## src/rtl/ps2_key_decoder.sv

```systemverilog
// -----------------------------------------------------------------------------
// ps2_key_decoder
//
// Receives PS/2 keyboard frames (scan-code set 2), checks each frame and keeps
// a held/released bit per piano key for the player/record logic.
//
// Ports:
//   clk        in   1  system clock
//   reset      in   1  asynchronous, active-low reset
//   ps2_clk    in   1  raw PS/2 clock from the keyboard
//   ps2_data   in   1  raw PS/2 data from the keyboard
//   keys       out 48  key-held vector, bit i set while mapped key i is down
//   rx_byte    out  8  last accepted scan-code byte
//   rx_valid   out  1  one-cycle pulse when rx_byte is updated
//   frame_err  out  1  one-cycle pulse on parity/start/stop error or timeout
// -----------------------------------------------------------------------------
module ps2_key_decoder #(
   parameter int FILTER_LEN  = 8,
   parameter int TIMEOUT_CYC = 50000
) (
   input  logic        clk,
   input  logic        reset,
   input  logic        ps2_clk,
   input  logic        ps2_data,
   output logic [47:0] keys,
   output logic [7:0]  rx_byte,
   output logic        rx_valid,
   output logic        frame_err
);

   localparam int FW = $clog2(FILTER_LEN + 1);
   localparam int WW = $clog2(TIMEOUT_CYC + 1);

   // Set-2 scan code for each key index.
   localparam logic [7:0] KEY_MAP [48] = '{
      8'h1A, 8'h1B, 8'h22, 8'h23, 8'h21, 8'h2A, 8'h34, 8'h32, 8'h33, 8'h31, 8'h3B, 8'h3A,
      8'h15, 8'h1E, 8'h1D, 8'h26, 8'h24, 8'h2D, 8'h2E, 8'h2C, 8'h36, 8'h35, 8'h3D, 8'h3C,
      8'h43, 8'h46, 8'h44, 8'h45, 8'h4D, 8'h4E, 8'h54, 8'h55, 8'h5B, 8'h1C, 8'h2B, 8'h42,
      8'h05, 8'h06, 8'h04, 8'h0C, 8'h03, 8'h0B, 8'h83, 8'h0A, 8'h01, 8'h09, 8'h78, 8'h07
   };

   typedef enum logic {R_IDLE, R_SHIFT} rx_state_t;
   typedef enum logic [1:0] {D_IDLE, D_BREAK, D_EXT, D_EXT_BREAK} dec_state_t;

   // ---------------------------------------------------------------- input conditioning
   logic          clk_s1, clk_s2, dat_s1, dat_s2;
   logic [FW-1:0] filt_cnt;
   logic          filt_clk, filt_clk_d;
   logic          strobe;

   // Synchronizers and filter reset to the idle (high) bus level so that
   // release of reset never looks like a falling edge.
   // NOTE: every clocked block uses non-blocking (<=) assignments so all
   // registers update together from pre-edge values; blocking here would
   // collapse the two synchronizer stages into one.
   always_ff @(posedge clk or negedge reset) begin
      if (!reset) begin
         clk_s1     <= 1'b1;
         clk_s2     <= 1'b1;
         dat_s1     <= 1'b1;
         dat_s2     <= 1'b1;
         filt_cnt   <= '0;
         filt_clk   <= 1'b1;
         filt_clk_d <= 1'b1;
      end else begin
         clk_s1     <= ps2_clk;
         clk_s2     <= clk_s1;
         dat_s1     <= ps2_data;
         dat_s2     <= dat_s1;
         filt_clk_d <= filt_clk;
         // Count consecutive cycles the synchronized level disagrees with the
         // filtered one; any agreement restarts the count, so short glitches die.
         if (clk_s2 == filt_clk) begin
            filt_cnt <= '0;
         end else if (filt_cnt == FW'(FILTER_LEN - 1)) begin
            filt_clk <= clk_s2;
            filt_cnt <= '0;
         end else begin
            filt_cnt <= filt_cnt + 1'b1;
         end
      end
   end

   assign strobe = filt_clk_d & ~filt_clk;

   // ---------------------------------------------------------------- receive FSM
   rx_state_t     rx_state, rx_next;
   logic [3:0]    bit_cnt;
   logic [9:0]    shift_q;     // start, data[7:0], parity once 10 bits are in
   logic [WW-1:0] wd_cnt;      // cycles since the last strobe while in R_SHIFT
   logic          shift_en, frame_done, wd_timeout, frame_ok;

   // Stop bit is checked live as it arrives on the 11th strobe.
   assign frame_ok = ~shift_q[0] & (^shift_q[9:1]) & dat_s2;

   always_ff @(posedge clk or negedge reset) begin
      if (!reset) rx_state <= R_IDLE;
      else        rx_state <= rx_next;
   end

   // NOTE: every output of a combinational block gets a default first, so no
   // path through the case statement can leave a signal unassigned and infer
   // a latch.
   always_comb begin
      rx_next    = rx_state;
      shift_en   = 1'b0;
      frame_done = 1'b0;
      wd_timeout = 1'b0;
      case (rx_state)
         R_IDLE: begin
            if (strobe) begin
               shift_en = 1'b1;
               rx_next  = R_SHIFT;
            end
         end
         R_SHIFT: begin
            if (strobe) begin
               if (bit_cnt == 4'd10) begin
                  frame_done = 1'b1;
                  rx_next    = R_IDLE;
               end else begin
                  shift_en = 1'b1;
               end
            end else if (wd_cnt == WW'(TIMEOUT_CYC - 1)) begin
               // Abort on the edge where the count would reach TIMEOUT_CYC,
               // so frame_err lands exactly TIMEOUT_CYC cycles after the strobe.
               wd_timeout = 1'b1;
               rx_next    = R_IDLE;
            end
         end
         default: rx_next = R_IDLE;
      endcase
   end

   always_ff @(posedge clk or negedge reset) begin
      if (!reset) begin
         bit_cnt   <= '0;
         shift_q   <= '0;
         wd_cnt    <= '0;
         rx_byte   <= '0;
         rx_valid  <= 1'b0;
         frame_err <= 1'b0;
      end else begin
         if (shift_en) shift_q <= {dat_s2, shift_q[9:1]};

         if (rx_next == R_IDLE) bit_cnt <= '0;
         else if (shift_en)     bit_cnt <= bit_cnt + 1'b1;

         if (rx_next == R_IDLE) wd_cnt <= '0;
         else if (strobe)       wd_cnt <= WW'(1);
         else                   wd_cnt <= wd_cnt + 1'b1;

         rx_valid  <= frame_done & frame_ok;
         frame_err <= (frame_done & ~frame_ok) | wd_timeout;
         if (frame_done && frame_ok) rx_byte <= shift_q[8:1];
      end
   end

   // ---------------------------------------------------------------- decode FSM
   dec_state_t  dec_state, dec_next;
   logic [47:0] key_match, keys_next;

   // One-hot match of the byte against the key map; codes are distinct, so at
   // most one bit is set.
   always_comb begin
      key_match = '0;
      for (int i = 0; i < 48; i++) key_match[i] = (rx_byte == KEY_MAP[i]);
   end

   always_comb begin
      dec_next  = dec_state;
      keys_next = keys;
      if (rx_valid) begin
         case (dec_state)
            D_IDLE: begin
               if (rx_byte == 8'hF0)                          dec_next  = D_BREAK;
               else if (rx_byte == 8'hE0)                     dec_next  = D_EXT;
               else if (rx_byte == 8'h00 || rx_byte == 8'hFF) keys_next = '0;
               else                                           keys_next = keys | key_match;
            end
            D_BREAK: begin
               keys_next = keys & ~key_match;
               dec_next  = D_IDLE;
            end
            D_EXT: begin
               // Extended keys are never mapped; only a break prefix matters.
               dec_next = (rx_byte == 8'hF0) ? D_EXT_BREAK : D_IDLE;
            end
            default: dec_next = D_IDLE;
         endcase
      end
   end

   always_ff @(posedge clk or negedge reset) begin
      if (!reset) begin
         dec_state <= D_IDLE;
         keys      <= '0;
      end else begin
         dec_state <= dec_next;
         keys      <= keys_next;
      end
   end

endmodule

```

## config.mk

```make
export PLATFORM = sky130hd
export DESIGN_NAME = ps2_key_decoder
export DESIGN_NICKNAME = d
export VERILOG_FILES = /design/src/rtl/ps2_key_decoder.sv
export SDC_FILE = /design/constraint.sdc
export NUM_CORES = 1
export LEC_CHECK = 0
export ABC_AREA = 1
export BUFFER_PORTS_ARGS = -buffer_cell sky130_fd_sc_hd__buf_2
export CORE_UTILIZATION = 55
export CTS_BUF_LIST = sky130_fd_sc_hd__clkbuf_16
export DETAILED_ROUTE_END_ITERATION = 7
export PLACE_DENSITY = 0.83
export REMOVE_ABC_BUFFERS = 1
export SLEW_MARGIN = 20
export SYNTH_ARGS = -nofsm -noshare
export SYNTH_HDL_FRONTEND = slang
export SYNTH_SLANG_ARGS = --single-unit
```

## constraint.sdc

```tcl
create_clock -name clk -period 2 [get_ports clk]
set_clock_uncertainty 0.2 [all_clocks]
set_input_delay 0.1 -clock clk [delete_from_list [all_inputs] [get_ports clk]]
set_output_delay 0.1 -clock clk [all_outputs]
set_load 0.02 [all_outputs]
```

==> impl_metrics.py, run 1 <==
metrics = {
    "run_status": {
        "status": "complete, no violations",
    },
    "timing": {
        "tns_ns": 0,
        "fin_crit_ns": 1.96,
        "tightest_slew_ns": 0.550,
        "rsz0062_at_grt": "yes",
        "setup_ws_ns": 0.0392,
        "finalCritPeriodShare": 0.980,
        "hold_viol_final": 0,
        "timing.slew.headroom": 0.633,
        "slew_violations": 0,
        "maxClockFrequency_mhz": 510,
        "setup_viol": 0,
    },
    "worst_setup_path": {
        "crit_family": "simple AND/OR/NAND/NOR gates",
        "rrSetupSlack_ns": 0.04,
        "arrival_ns": 1.99,
        "critical_path.max_fanout": 8,
        "worst_ep_required_time_ns": 2.03,
        "slowest_delay_ns": 0.42,
        "reg2reg_from": "wd_cnt[0]",
        "critPathKind": "flip-flop to flip-flop",
        "critPathBufInv": 1,
        "path_cells": "ha_4, nand3_4, nor4_4, nand3_2, a21oi_2, buf_6, nor2_1",
        "end_kind": "flip-flop",
        "cp-start-kind": "flip-flop",
        "cp.depth": 7,
        "worstReg2RegEnd": "bit_cnt[2]",
        "cp_slowest_cell": "dfrtp_1",
        "r2r_cells": 7,
    },
    "placement": {
        "portBuffers": 61,
        "place_ws_ns": 0.0741,
        "gpl.final_weighted_congestion": 0.836,
        "place_area_sq_mm": 0.00583,
        "dp_hpwl_mm": 8.43,
    },
    "pwr": {
        "leakage_nw": 3.17,
        "ir_drop_uv": 728,
        "power_density_mw_per_mm2": 791,
        "finalPower_w": 0.00498,
    },
    "die": {
        "rows": 35,
        "ioPinCount": 62,
        "initial_utilization": 0.570,
        "core_sq_mm": 0.00924,
        "dieArea_sq_mm": 0.00997,
        "fp.dieH_um": 99.8,
        "die_width_um": 99.8,
    },
    "yosys": {
        "ys_seq_area_frac": 0.481,
        "synth_cells": 659,
        "netlist.area_leader.share": 0.452,
        "synth_cell_types": 35,
        "ys_ff_latch": 101,
        "syn_area_sq_mm": 0.00527,
        "synth_area_leader_cell": "dfrtp_1",
        "synth_area_leaders": "dfrtp_1, nand2_1, o21ai_0, inv_1, nor2_1",
        "yosys_warnings": 0,
        "synth_area_per_cell_sq_um": 7.99,
    },
    "cells_and_area": {
        "multiInputGateArea_sq_mm": 0.00239,
        "layout_commonest_cell": "nand2_1",
        "fin_util": 0.681,
        "drive_gt1_frac": 0.210,
        "nNetsFinal": 747,
        "antenna-diode-count": 0,
        "n_fill_cell": 720,
        "syn_to_final_growth_pct": 19.6,
        "seq_area_sq_mm": 0.00254,
        "layout_common_cells": "nand2_1, dfrtp_1, inv_1",
        "fin_area_sq_mm": 0.00630,
    },
    "detailed_routing": {
        "num_vias": 4649,
        "drtPass1Iterations": 5,
        "routed.top_layer": "met4",
        "wl_met2_mm": 6.48,
        "wl_met3_um": 666,
        "routedWlPerCell_um": 14.5,
        "antenna_left": 0,
        "wirelength_mm": 12.7,
        "met1_length_mm": 5.27,
        "post-route-drc-count": 0,
        "drt_iter0_drc": 252,
        "vias_per_cell": 5.33,
    },
    "clocking": {
        "root_buffer": "clkbuf_16",
        "clockBufferDepth": 2,
        "clkLatencyLatePin_ns": 0.35,
        "cts_tree": "yes",
        "cts_made_buffers": 9,
        "htree_levels": 3,
        "numClockSinks": 101,
        "clkTransAtPathRegs_ns": 0.07,
    },
    "global_routing": {
        "grt_pass1_wl_mm": 20.4,
        "grt_overflow": 0,
        "antenna_found_initial": 0,
        "grt_usage": 0.260,
        "grt_start_max_net_pins": 48,
        "first_global_vias": 4468,
    },
    "worst_hold_path": {
        "hold_path_class": "primary input to async pin",
    },
    "job": {
        "max_cap_viol_count": 0,
    },
}
registers in the layout, indices dropped and copies added (netlist names):
register    count
filt_cnt        4
shift_q        10
rx_state        1
filt_clk        1
dat_s2          1
filt_clk_d      1
rx_valid        1
clk_s2          1
dec_state       2
wd_cnt         16
keys           48
bit_cnt         4
dat_s1          1
frame_err       1
clk_s1          1
rx_byte         8
cell type report:
| class | count | area share |
|---|---|---|
| Multi-Input combinational cell | 458 | 0.380 |
| Clock inverter | 7 | 0.0119 |
| Timing Repair Buffer | 87 | 0.0950 |
| Tap cell | 129 | 0.0256 |
| Inverter | 82 | 0.0489 |
| Sequential cell | 101 | 0.403 |
| Clock buffer | 9 | 0.0358 |
repair_timing:
item / CTS / global route
setup endpoints to repair: 0 / 66
hold buffers: 3 / 0
buffers inserted: 0 / 1
resized for setup: 0 / 22
hold endpoints to repair: 99 / 0
where the power goes:
group	internal (W)	total [W]	leakage (nW)	switching, W
Sequential	0.00219	0.00232	1.38	0.000129
Combinational	0.000330	0.000892	1.65	0.000563
Clock	0.000977	0.00177	0.145	0.000792
Total	0.00349	0.00498	3.17	0.00148
metrics by stage:
stage	hold slack, ns	cells
2_1_floorplan	-0.396	641
3_5_place_dp	-0.0834	852
3_3_place_gp	-0.0923	852
5_1_grt	0.143	873
6_report	0.0771	873
4_1_cts	0.0902	871
logic make-up (layout without fill, tap and decap cells):
kind of cell	after synthesis	count (layout)	share of synthesized area
AO/OA/AOI/OAI	102	102	0.113
XOR/XNOR	14	14	0.0233
adder cells (fa/ha/maj)	4	4	0.00951
buffers and inverters	100	185	0.0817
flip-flops	101	101	0.481
multiplexers	17	17	0.0326
AND/OR/NAND/NOR	321	321	0.258
Yosys cell counts, drive strengths merged:
master and number:
a21boi 1, a21oi 6, buf 12, clkbuf 6
dfrtp 95, dfstp 6, ha 4, inv 82
mux2 1, mux2i 16, nand2 209, nand3 29
nand3b 1, nand4 8, nor2 55, nor3 14
nor4 3, o211ai 1, o21ai 92, o21bai 2
or2 2, xnor2 4, xor2 10
worst max path at each step:
stage | end | start | slack (ns)
after floorplan | keys[0] | dec_state[1] | -0.55
after global placement | keys[32] | rx_byte[2] | 0.15
after detailed placement | keys[36] | rx_byte[0] | 0.07
after CTS | keys[1] | rx_byte[2] | 0.04
after global routing | bit_cnt[2] | wd_cnt[0] | -0.04
final | bit_cnt[2] | wd_cnt[0] | 0.04
per-layer routing:
metal | GRT usage | vias to the layer above
li1 | - | 2250
met1 | 0.318 | 2229
met2 | 0.456 | 148
met3 | 0.0543 | 22
met4 | 0.0916 | 0
met5 | 0 | -
Power figures use the tool's default switching activity.
==> inputs of run 2 (changes only) <==
- CORE_UTILIZATION: 55 -> 53
- clock period: 2 -> 1.7 ns (I/O delays scaled with it)
==> run 2 against run 1 <==
Net effect: the run now ends with setup timing left; total power is 31% higher; maximum frequency grew 4.9%; flip-flop and latch count unchanged; non-clock buffer count grew 55; worst setup slack worse by 0.21 ns; clock power increased by 18%; combinational power is 92% higher; die area is 3.7% higher; largest cell class is now multi-input gates.
==> impl_metrics.py, run 2 (synthesized netlist as in run 1, its figures left out) <==
metrics = {
    "run_status": {
        "status": "finished with violations",
        "violations": "setup timing",
    },
    "timing": {
        "hold_ws_ns": 0.142,
        "slew_violations": 0,
        "timing.slew.headroom": 0.646,
        "setup_viol": 77,
        "hold_viol_final": 0,
        "tightest_slew_ns": 0.531,
        "finalCritPeriodShare": 1.10,
        "fin_crit_ns": 1.87,
        "maxClockFrequency_mhz": 535,
        "setup_ws_ns": -0.170,
        "rsz0062_at_grt": "yes",
    },
    "die": {
        "core_sq_mm": 0.00968,
        "fp.dieH_um": 102,
        "dieArea_sq_mm": 0.0103,
        "initial_utilization": 0.544,
        "die_width_um": 102,
        "rows": 36,
        "ioPinCount": 62,
    },
    "detailed_routing": {
        "post-route-drc-count": 0,
        "antenna_left": 0,
        "routedWlPerCell_um": 17.5,
        "drtPass1Iterations": 5,
        "vias_per_cell": 5.74,
        "num_vias": 5363,
        "drt_iter0_drc": 299,
        "wirelength_mm": 16.4,
    },
    "pwr": {
        "power_density_mw_per_mm2": 901,
        "ir_drop_uv": 706,
        "leakage_nw": 3.57,
    },
    "cells_and_area": {
        "fin_util": 0.746,
        "multiInputGateArea_sq_mm": 0.00274,
        "biggestRegsByFlops": "keys (48), wd_cnt (16), shift_q (10)",
        "drive_gt1_frac": 0.360,
        "nNetsFinal": 804,
        "largest-register": "keys",
        "layout_common_cells": "nand2_1, dfrtp_1, inv_1",
        "n_fill_cell": 625,
        "largest_register_ffs": 48,
        "syn_to_final_growth_pct": 37.2,
        "antenna-diode-count": 0,
        "seq_area_sq_mm": 0.00254,
        "layout_commonest_cell": "nand2_1",
    },
    "worst_setup_path": {
        "crit_family": "simple AND/OR/NAND/NOR gates",
        "arrival_ns": 1.94,
        "path_cells": "inv_2, nor2_4, nand2_2, nor3_4, nor2_4, nand3_4, clkbuf_16, o21ai_4",
        "r2r_cells": 8,
        "critPathBufInv": 2,
        "critical_path.max_fanout": 5,
        "cp_slowest_cell": "dfrtp_2",
        "cp.depth": 8,
        "slowest_delay_ns": 0.47,
        "worst_ep_required_time_ns": 1.77,
        "critPathKind": "flip-flop to flip-flop",
        "cp-start-kind": "flip-flop",
        "crit_top_cell": "nor2_4",
        "end_kind": "flip-flop",
    },
    "clocking": {
        "cts_made_buffers": 9,
        "cts_tree": "yes",
        "clockBufferDepth": 2,
        "root_buffer": "clkbuf_16",
        "clkTransAtPathRegs_ns": 0.08,
        "clkLatencyLatePin_ns": 0.36,
        "numClockSinks": 101,
        "htree_levels": 3,
    },
    "global_routing": {
        "first_global_vias": 4813,
        "grt_usage": 0.273,
        "grt_start_max_net_pins": 102,
        "antenna_found_initial": 0,
        "grt_overflow": 0,
        "grt_pass1_wl_mm": 21.9,
    },
    "job": {
        "max_cap_viol_count": 0,
    },
    "worst_hold_path": {
        "hold_path_class": "primary input to async pin",
    },
    "placement": {
        "portBuffers": 61,
        "dp_hpwl_mm": 8.62,
        "gpl.final_weighted_congestion": 0.884,
    },
}
run 2: timing repair:
item	in CTS	in global routing
buffers inserted	3	12
cloned	2	10
endpoints found under the setup margin	71	86
pin swaps	2	17
endpoints found under the hold margin	103	0
gates resized for setup	31	140
hold buffers	3	0
run 2: report_power, final:
part | internal, W | total, W | switching (W)
clock | 0.00105 | 0.00208 | 0.00103
combinational | 0.000704 | 0.00171 | 0.00100
sequential | 0.00257 | 0.00272 | 0.000150
total | 0.00433 | 0.00651 | 0.00218
run 2: worst reg2reg max path: stages (launching register included):
cell and delay [ns]:
dfrtp_2 0.47, inv_2 0.11, nor2_4 0.05, nand2_2 0.09, nor3_4 0.05, nor2_4 0.21
nand3_4 0.24, clkbuf_16 0.24, o21ai_4 0.15
run 2: path summary, 6_finish.rpt:
path	from	endpoint	slack, ns
max in group asynchronous	reset	wd_cnt[4]	0.74
min in group clk	dat_s1	dat_s2	0.16
worst max register to register	rx_byte[5]	keys[4]	-0.17
worst min-delay path	reset	keys[12]	0.14
worst max-delay path	rx_byte[5]	keys[4]	-0.17
worst min register to register	dat_s1	dat_s2	0.16
run 2: routing by layer:
| layer | wire length, um | GRT usage | vias up |
|---|---|---|---|
| met1 | 6030 | 0.318 | 2587 |
| met5 | 0 | 0 | - |
| li1 | - | - | 2387 |
| met4 | 898 | 0.114 | 0 |
| met3 | 1260 | 0.0511 | 96 |
| met2 | 8180 | 0.492 | 293 |
run 2: area by class of cell:
type / count / area share
multi-input combinational: 460 / 0.380
sequential: 101 / 0.352
timing repair buffer: 142 / 0.161
inverter: 82 / 0.0426
clock buffer: 9 / 0.0312
tap: 133 / 0.0230
clock inverter: 7 / 0.0106
run 2: per-stage QoR:
stage | std cells | TNS [ns] | area (sq um) | total power, W | worst slack [ns]
2_1_floorplan | 641 | -40.69 | 5140 | 0.00334 | -0.850
3_3_place_gp | 888 | 0 | 6060 | 0.00373 | 0.0121
6_report | 934 | -6.93 | 7220 | 0.00651 | -0.170
4_1_cts | 912 | -1.06 | 6570 | 0.00593 | -0.0503
5_1_grt | 934 | -11.62 | 7220 | 0.00677 | -0.317
3_5_place_dp | 888 | -1.30 | 6060 | 0.00380 | -0.0848
